[src/rtl/mmio_hub_gen.sv]
// MMIO hub: decodes FPro-bus accesses into N_SLOT slot strobes, returns
// registered read data with a valid strobe, and logs bad accesses.
// Optional macro MMIO_HUB_PIPE_EN adds an input register stage (latency 2).
// Ports: clk, reset (async, active low), mmio_* bus side,
// slot_* core side, err_irq (sticky error level).
module mmio_hub_gen #(
  parameter int          N_SLOT    = 16,
  parameter int          REG_AW    = 5,
  parameter logic [63:0] SLOT_MASK = 64'h013F,
  parameter int          HUB_SLOT  = N_SLOT - 1
) (
  input  logic                 clk,
  input  logic                 reset,
  input  logic                 mmio_cs,
  input  logic                 mmio_wr,
  input  logic                 mmio_rd,
  input  logic [20:0]          mmio_addr,
  input  logic [31:0]          mmio_wr_data,
  output logic [31:0]          mmio_rd_data,
  output logic                 mmio_rd_valid,
  output logic [N_SLOT-1:0]    slot_cs,
  output logic [N_SLOT-1:0]    slot_rd,
  output logic [N_SLOT-1:0]    slot_wr,
  output logic [REG_AW-1:0]    slot_reg_addr,
  output logic [31:0]          slot_wr_data,
  input  logic [N_SLOT*32-1:0] slot_rd_data,
  output logic                 err_irq
);

  localparam int SW = $clog2(N_SLOT);
  localparam logic [SW-1:0] HUB_IDX = SW'(HUB_SLOT);

  logic        s_cs;
  logic        s_rd;
  logic        s_wr;
  logic [20:0] s_addr;
  logic [31:0] s_wdata;

`ifdef MMIO_HUB_PIPE_EN
  always_ff @(posedge clk or negedge reset) begin
    if (!reset) begin
      s_cs    <= 1'b0;
      s_rd    <= 1'b0;
      s_wr    <= 1'b0;
      s_addr  <= '0;
      s_wdata <= '0;
    end else begin
      s_cs    <= mmio_cs;
      s_rd    <= mmio_rd;
      s_wr    <= mmio_wr;
      s_addr  <= mmio_addr;
      s_wdata <= mmio_wr_data;
    end
  end
`else
  assign s_cs    = mmio_cs;
  assign s_rd    = mmio_rd;
  assign s_wr    = mmio_wr;
  assign s_addr  = mmio_addr;
  assign s_wdata = mmio_wr_data;
`endif

  logic [REG_AW-1:0] reg_idx;
  logic [SW-1:0]     slot;
  logic              upper_ok;
  logic              is_hub;
  logic              mapped;
  logic              acc;
  logic              ill;
  logic              err;
  logic              ext;
  logic [N_SLOT-1:0] onehot;

  assign reg_idx  = s_addr[REG_AW-1:0];
  assign slot     = s_addr[REG_AW +: SW];
  assign upper_ok = (s_addr[20:REG_AW+SW] == '0);
  assign is_hub   = (slot == HUB_IDX);
  assign mapped   = upper_ok & (SLOT_MASK[slot] | is_hub);
  assign acc      = s_cs & (s_rd ^ s_wr);
  assign ill      = s_cs & s_rd & s_wr;
  assign err      = ill | (acc & ~mapped);
  // The hub slot is served internally and never strobes an external core.
  assign ext      = acc & mapped & ~is_hub & reset;
  assign onehot   = {{(N_SLOT-1){1'b0}}, 1'b1} << slot;

  assign slot_cs       = {N_SLOT{ext}} & onehot;
  assign slot_rd       = slot_cs & {N_SLOT{s_rd}};
  assign slot_wr       = slot_cs & {N_SLOT{s_wr}};
  assign slot_reg_addr = reg_idx;
  assign slot_wr_data  = s_wdata;

  logic        sticky;
  logic        sat;
  logic [20:0] err_addr;
  logic [15:0] err_cnt;
  logic [31:0] acc_cnt;
  logic        hub_wr;
  logic        clr0;
  logic        clr1;
  logic        sat_set;

  assign hub_wr  = acc & s_wr & mapped & is_hub;
  assign clr0    = hub_wr & (reg_idx == REG_AW'(0)) & s_wdata[0];
  assign clr1    = hub_wr & (reg_idx == REG_AW'(0)) & s_wdata[1];
  assign sat_set = err & (err_cnt >= 16'hFFFE);

  always_ff @(posedge clk or negedge reset) begin
    if (!reset) begin
      sticky   <= 1'b0;
      sat      <= 1'b0;
      err_addr <= '0;
      err_cnt  <= '0;
      acc_cnt  <= '0;
    end else begin
      // A new error beats a same-cycle clear.
      sticky <= err | (sticky & ~clr0);
      sat    <= sat_set | (sat & ~clr1);
      if (err && (!sticky || clr0))
        err_addr <= s_addr;
      if (hub_wr && reg_idx == REG_AW'(2))
        err_cnt <= '0;
      else if (err && err_cnt != 16'hFFFF)
        err_cnt <= err_cnt + 16'd1;
      if (hub_wr && reg_idx == REG_AW'(3))
        acc_cnt <= '0;
      else if (acc)
        acc_cnt <= acc_cnt + 32'd1;
    end
  end

  assign err_irq = sticky;

  logic [31:0] hub_val;
  logic [31:0] rsp_data;
  logic        bad_rd;
  logic        hub_rd;
  logic        rsp_vld;

  always_comb begin
    hub_val = '0;
    case (reg_idx)
      REG_AW'(0): hub_val = {30'd0, sat, sticky};
      REG_AW'(1): hub_val = {11'd0, err_addr};
      REG_AW'(2): hub_val = {16'd0, err_cnt};
      REG_AW'(3): hub_val = acc_cnt;
      default:    hub_val = '0;
    endcase
  end

  assign bad_rd  = ill | (acc & s_rd & ~mapped);
  assign hub_rd  = acc & s_rd & mapped & is_hub;
  assign rsp_vld = ill | (acc & s_rd);

  always_comb begin
    rsp_data = '0;
    unique case (1'b1)
      bad_rd:  rsp_data = 32'hFFFF_FFFF;
      hub_rd:  rsp_data = hub_val;
      default: rsp_data = slot_rd_data[32*int'(slot) +: 32];
    endcase
  end

  always_ff @(posedge clk or negedge reset) begin
    if (!reset) begin
      mmio_rd_valid <= 1'b0;
      mmio_rd_data  <= '0;
    end else begin
      mmio_rd_valid <= rsp_vld;
      if (rsp_vld)
        mmio_rd_data <= rsp_data;
    end
  end

endmodule

[config.mk]
export PLATFORM = sky130hd
export DESIGN_NAME = mmio_hub_gen
export DESIGN_NICKNAME = d
export VERILOG_FILES = /design/src/rtl/mmio_hub_gen.sv
export SDC_FILE = /design/constraint.sdc
export NUM_CORES = 1
export LEC_CHECK = 0
export ABC_AREA = 1
export BUFFER_PORTS_ARGS = -buffer_cell sky130_fd_sc_hd__clkbuf_2
export CAP_MARGIN = 20
export CORE_AREA = 2 2 268 270
export CTS_BUF_LIST = sky130_fd_sc_hd__clkbuf_2 sky130_fd_sc_hd__clkbuf_4 sky130_fd_sc_hd__clkbuf_8
export CTS_CLUSTER_SIZE = 30
export DETAILED_ROUTE_END_ITERATION = 10
export DIE_AREA = 0 0 270 272
export PLACE_DENSITY = 0.47
export SKIP_LAST_GASP = 1
export SYNTH_ARGS = -nofsm -noshare
export SYNTH_HDL_FRONTEND = slang
export SYNTH_SLANG_ARGS = --single-unit
[constraint.sdc]
create_clock -name clk -period 2.15 [get_ports clk]
set_clock_uncertainty 0.2 [all_clocks]
set_input_delay 0.215 -clock clk [delete_from_list [all_inputs] [get_ports clk]]
set_output_delay 0.215 -clock clk [all_outputs]
set_load 0.1 [all_outputs]
* Yosys cells after proc, flatten, opt, wreduce, memory -nomap -nowiden
Memory sizes are Yosys's and may differ from the RTL's. Index checks and enable logic that the tools add are counted.
Storage, ports and cells: memories kept 1, input bits 570, logic and storage cells 71, bits in read-only memories 16, flip-flop bits (word level) 104, output and inout bits 119
Memories:
- (name not given) | depth 16, width 1, rd ports 1, clocked after memory_dff 0, wr ports 0, line 78 | assign mapped = upper_ok & (SLOT_MASK[slot] | is_hub);
Operators by class: reduce and logical (&&, ||, !) cells 10, shift-type cells 2, add/sub/neg operators 2, muxes and demuxes 7, equal/unequal tests 5, bitwise operators 35, order comparisons 2
Operator list (number):
- $shiftx A512 B10 Y32 | 1
- $pmux W32 S4 | 1
- $mux W32 | 2
- $pmux W32 S2 | 1
- $and A16 B16 Y16 | 3
- $add A32 B1 Y32 const B | 1
- $mux W16 | 2
- $and A1 B1 Y1 | 21
- $add A16 B1 Y16 const B | 1
- $ge A16 B16 Y1 const B | 1
- $ne A16 B16 Y1 const B | 1
- $shl A1 B4 Y16 const A | 1
- $logic_not A12 Y1 | 1
- $eq A5 B2 Y1 const B | 2
- $lt A4 B7 Y1 const B | 1
- $or A1 B1 Y1 | 6
- $eq A5 B1 Y1 const B | 1
- $logic_not A5 Y1 | 1
- $eq A4 B4 Y1 const B | 1
- $logic_and A1 B1 Y1 | 4
- $not A1 Y1 | 4
- $reduce_bool A2 Y1 | 2
- $logic_not A1 Y1 | 1
- $logic_or A1 B1 Y1 | 1
- other kinds (2) | 2

* Logic depth before layout (Yosys ltp)
depth in word-level cells 11, depth in mapped cells 13, depth with buffers taken out 11

* Worst setup path before layout
Ideal clock, no wire load.
kind input-to-output, from input mmio_addr[7], to output slot_rd[4], path buffers 1, stages on the path 10, setup slack -0.767 ns, arrival time 2.502 ns, required time 1.735 ns, cells stage by stage buf_2 inv_1 nand2_1 nand3_1 nand3_2 nor2_4 nand2_1 nor2_2 nand3_1 nor2_1
Between the ends: longest elaborated chain between the ends 9
Ends and longest elaborated chain:
- from (decl) | line 17 | input logic [20:0] mmio_addr,
- $mem_v2 Z16 W1
- $mux W1 (not written as such) | line 78
- $or A1 B1 Y1 | line 78
- $and A1 B1 Y1 | line 78
- $and A1 B1 Y1 (3 in a row) | line 83 | assign ext = acc & mapped & ~is_hub & reset;
- $and A16 B16 Y16 * | line 86 | assign slot_cs = {N_SLOT{ext}} & onehot;
- $and A16 B16 Y16 * | line 87 | assign slot_rd = slot_cs & {N_SLOT{s_rd}};
- to (decl) | line 22 | output logic [N_SLOT-1:0] slot_rd,
Every way passes the cells marked *; elsewhere a longest branch is shown, timed or not. The select of a mux whose other input is x is not followed.

* Worst setup path after layout
from input mmio_addr[6], to output slot_wr[4]
Between the ends: longest elaborated chain between the ends 9
Ends and longest elaborated chain:
- $mem_v2 Z16 W1
- $mux W1 (not written as such) | line 78
- $or A1 B1 Y1 | line 78
- $and A1 B1 Y1 | line 78
- $and A1 B1 Y1 (3 in a row) | line 83
- $and A16 B16 Y16 * | line 86
- $and A16 B16 Y16 * | line 88 | assign slot_wr = slot_cs & {N_SLOT{s_wr}};
- to (decl) | line 23 | output logic [N_SLOT-1:0] slot_wr,
Marked as above.

==> results <==
- Dividing the detail-routed via count by the number of cells gives ~4.3.
- 689 I/O pins were placed.
- CTS built an H-tree with a depth of 3.
- The main flop type after synthesis is dfrtp_1.
- The type of the worst min-delay path is input port to register.
- The final-layout setup total negative slack is -1370 ps.
- The final design area excluding fillers is roughly 0.017 mm2.
- The count of unique library cells instantiated by Yosys is 38.
- For the pin with the worst max-slew slack, the measured transition is 686 ps.
- Counting the buffers created by CTS gives 9.
- The global-route wire length before repair is about 110000 um.
- The die outline area is 0.0734 mm2.
- The sequential share of power is 0.340.
- The number of max-cap violations is 0.
- The number of nets with antenna violations after detailed routing is 0.
- Port buffering added 601 buffers.
- The worst-case register-to-register setup slack is 210 ps.
- The internal power is 4.02 mW.
- The final number of max-transition violations is 0.
- The count of clock tree sinks is 104.
- The flow ran to the end, but the final reports show violations.
- At the end of routability-driven placement, the weighted congestion stood at 0.963.
- The minimum setup slack after placement is -343 ps.
- Along the worst path, the maximum fanout reaches 6.
- The number of cells produced by synthesis is 1980.
- For this run, design rule violations remaining after detail routing come to 0.
- Setup slack on the critical path of the routed design comes to -120 ps.
- The horizontal die dimension is ~270 um.
- The signal on the critical path passes through clkbuf_16, buf_12, nor2_4, nand2_2, nand3_4, nand3_4, nor2_4, nand2_2, nor2_4, buf_6, nand3_4, nor2_4, buf_12.
- The tightest hold path in the finished design has a slack of 21.7 ps.
- The count of standard-cell rows is 98.
- The stage delay of the slowest cell on the critical path is 240 ps.
- For this run, the number of Yosys warnings is 0.
- For this run the aggregate overflow at the end of global routing stands at 0.
- The nature of the critical path startpoint is an input port.
- The placed instances occupy a cell area of 0.0163 mm2.
- The largest net degree at the start of global routing is a little under 100.
- The slowest cell on the critical path is nor2_4.
- Setup repair after global routing could not meet its margin everywhere.
- Data arrives at the worst endpoint at 1860 ps.
- The total routing usage reported by global routing is 0.198.
- The peak ir drop on the vdd network is 0.279 mV.
- The part of the cycle the worst path needs is 1.06.
- In this run the vertical extent of the chip is 272 um.
- The wire-length estimate of the detail-placed layout is 63500 um.
- For this run, the register share of the synthesized area comes to 0.239.
- The type of the worst setup path is input port to primary output.
- The core region is 0.0708 mm2.
- Dividing the detail-routed wire length by the instance count gives 21.2 um.
- The checks that failed: setup timing.
- The final count of negative-setup-slack endpoints is 18.
- The cell with the most instances on the worst path is nor2_4.
- The detailed router's first-iteration violation count is slightly below 900.
- The total of flip-flops plus latches after synthesis is 104.
- After the last flow step, the layout net total stands at between 3000 and 4000.
- Of the total power, the clock network draws 0.224.
- The final routed wirelength across all metal layers is 76400 um.
- The clock latency at the later pin of the worst-skew pair is 400 ps.
- The switching power is 2.90 mW.
- The family of cells with the greatest summed delay on the critical path is simple AND/OR/NAND/NOR gates.
- The number of synthesized flops with an enable pin is 0.
- The effective utilization at floorplan is 0.154.
- The via count of the first global-routing pass is 15800.
- The layout-stage area growth over the synthesis result is 57.2%.
- Clock-pin slew was measured on the worst setup and hold paths at 120 ps.
- For this design the ratio of total power to cell area is 405 mW/mm2.
- The number of antenna violations at the first check in global routing is 10.
- The routed layout has 15400 vias.
- The routed design could run at a clock period as short as 2270 ps.
- In this run the cell area of the synthesized design comes to about 0.011 mm2.
- The switching part of the total power is 0.419.
- The first TritonRoute pass finished after 5 iterations.
- The kind of end point of the critical path is a primary output.
- The total power after layout is 6.92 mW.
- The TritonCTS clock tree is done.
- Summed over all cells, the static leakage comes to 8.82 nW.
- The required time at the worst-slack endpoint is 1740 ps.
- Together, buffers and inverters on the worst path number 4.
- The number of failing hold endpoints at the final stage is 0.
- The maximum clock rate is roughly 440 MHz.
- The fraction of power consumed by combinational cells is 0.436.
- The fraction of registers with async set or reset after synthesis is 1.00.
- The headroom to the max-slew limit is 0.545.
- The number of buffers on the longest clock path is 2.
- The average size of a mapped cell is roughly 5.5 um2.
- The root buffer cell chosen for the clock tree is clkbuf_8.
- The share of final-layout standard cells stronger than drive strength 1 is 0.326.
routing by layer:
layer,up-vias,part of all wire,global-route usage
li1,7522,-,-
met1,7160,0.44,0.256
met2,688,0.47,0.338
met3,69,0.073,0.0443
met4,8,0.019,0.0367
met5,-,0.00060,0
through the flow:
step / cells / utilization
after floorplan: 2006 / -
after global placement: 3547 / 0.230
after detailed placement: 3547 / 0.230
after CTS: 3586 / 0.238
after global routing: 3599 / 0.241
final: 3601 / 0.242
power by group through the flow:
stage               sequential (mW)  combinational [mW]  clock (mW)
finish                         2.35                3.02        1.55
global route                   2.39                3.32        1.66
CTS                            2.36                2.94        1.60
detailed placement             2.39                2.89           0
global placement               2.39                2.90           0
floorplan                      2.35                1.75           0
worst min-delay path: cells and delay by family:
family	cells	cell delay, ps
and+or+nand+nor	3	220
buffers and inverters	2	160
state kept, by name (all words and copies together) (netlist names):
| signal | flops |
|---|---|
| acc_cnt | 32 |
| mmio_rd_data | 32 |
| err_addr | 21 |
| err_cnt | 16 |
| err_irq | 1 |
| mmio_rd_valid | 1 |
| sat | 1 |
final timing paths:
check                                   from               end  cells past startpoint
worst min register to register  err_addr[16]      err_addr[16]                      2
min in group asynchronous              reset  mmio_rd_data[10]                      3
max in group asynchronous              reset   mmio_rd_data[9]                      3
worst max-delay path            mmio_addr[6]        slot_wr[4]                     13
worst max register to register    acc_cnt[0]       acc_cnt[24]                     10
worst min-delay path                 mmio_cs  mmio_rd_data[10]                      5
repair_timing:
action	in CTS	in global routing
setup buffers	6	5
endpoints found under the setup margin	21	44
pin swaps	9	13
cloned	0	5
hold endpoints to repair	120	0
gates resized for setup	14	27
hold buffers	18	0
area by class of cell:
| class | count | area [um2] |
|---|---|---|
| Clock inverter | 6 | 97.6 |
| Fill cell | 8262 | 53700 |
| Multi-Input combinational cell | 1556 | 7020 |
| Sequential cell | 104 | 2600 |
| Antenna cell | 5 | 12.5 |
| Tap cell | 950 | 1190 |
| Timing Repair Buffer | 798 | 5360 |
| Inverter | 172 | 672 |
| Clock buffer | 10 | 138 |
synthesized netlist by cell type (3+ instances only):
cell	n	area, um2
clkbuf_1	54	203
nor3_1	23	115
o21ai_1	7	35.0
dfrtp_1	104	2600
nor3_2	3	30.0
o221ai_1	8	70.1
buf_1	10	37.5
o21ai_0	24	120
inv_1	168	631
ha_1	3	37.5
nand4_1	152	951
nor2_2	4	25.0
nand2_1	797	2990
buf_4	65	488
xor2_1	16	140
buf_2	44	220
a21oi_1	72	360
nand3_1	94	470
o22ai_1	8	50.1
nor2_1	301	1130
placed cells by master (no fill, tap or decap), types with 27 or more instances in the layout:
| cell type | instances |
|---|---|
| inv_1 | 159 |
| clkbuf_2 | 568 |
| buf_4 | 150 |
| a21oi_1 | 70 |
| nand3_1 | 88 |
| nand2_1 | 789 |
| conb_1 | 27 |
| nand4_1 | 152 |
| dfrtp_1 | 103 |
| buf_12 | 46 |
| nor2_1 | 277 |
cell families (layout without fill, tap and decap cells):
kind of cell    Yosys count  count (layout)  synth area share
other cells               1              32          0.000345
xor+xnor                 17              17            0.0137
flops                   104             104             0.239
compound gates          127             127            0.0643
buf+inv                 346             986             0.147
simple gates           1382            1382             0.531
fa+ha+maj                 3               3           0.00345
No activity file was read; power rests on OpenSTA's default activity.
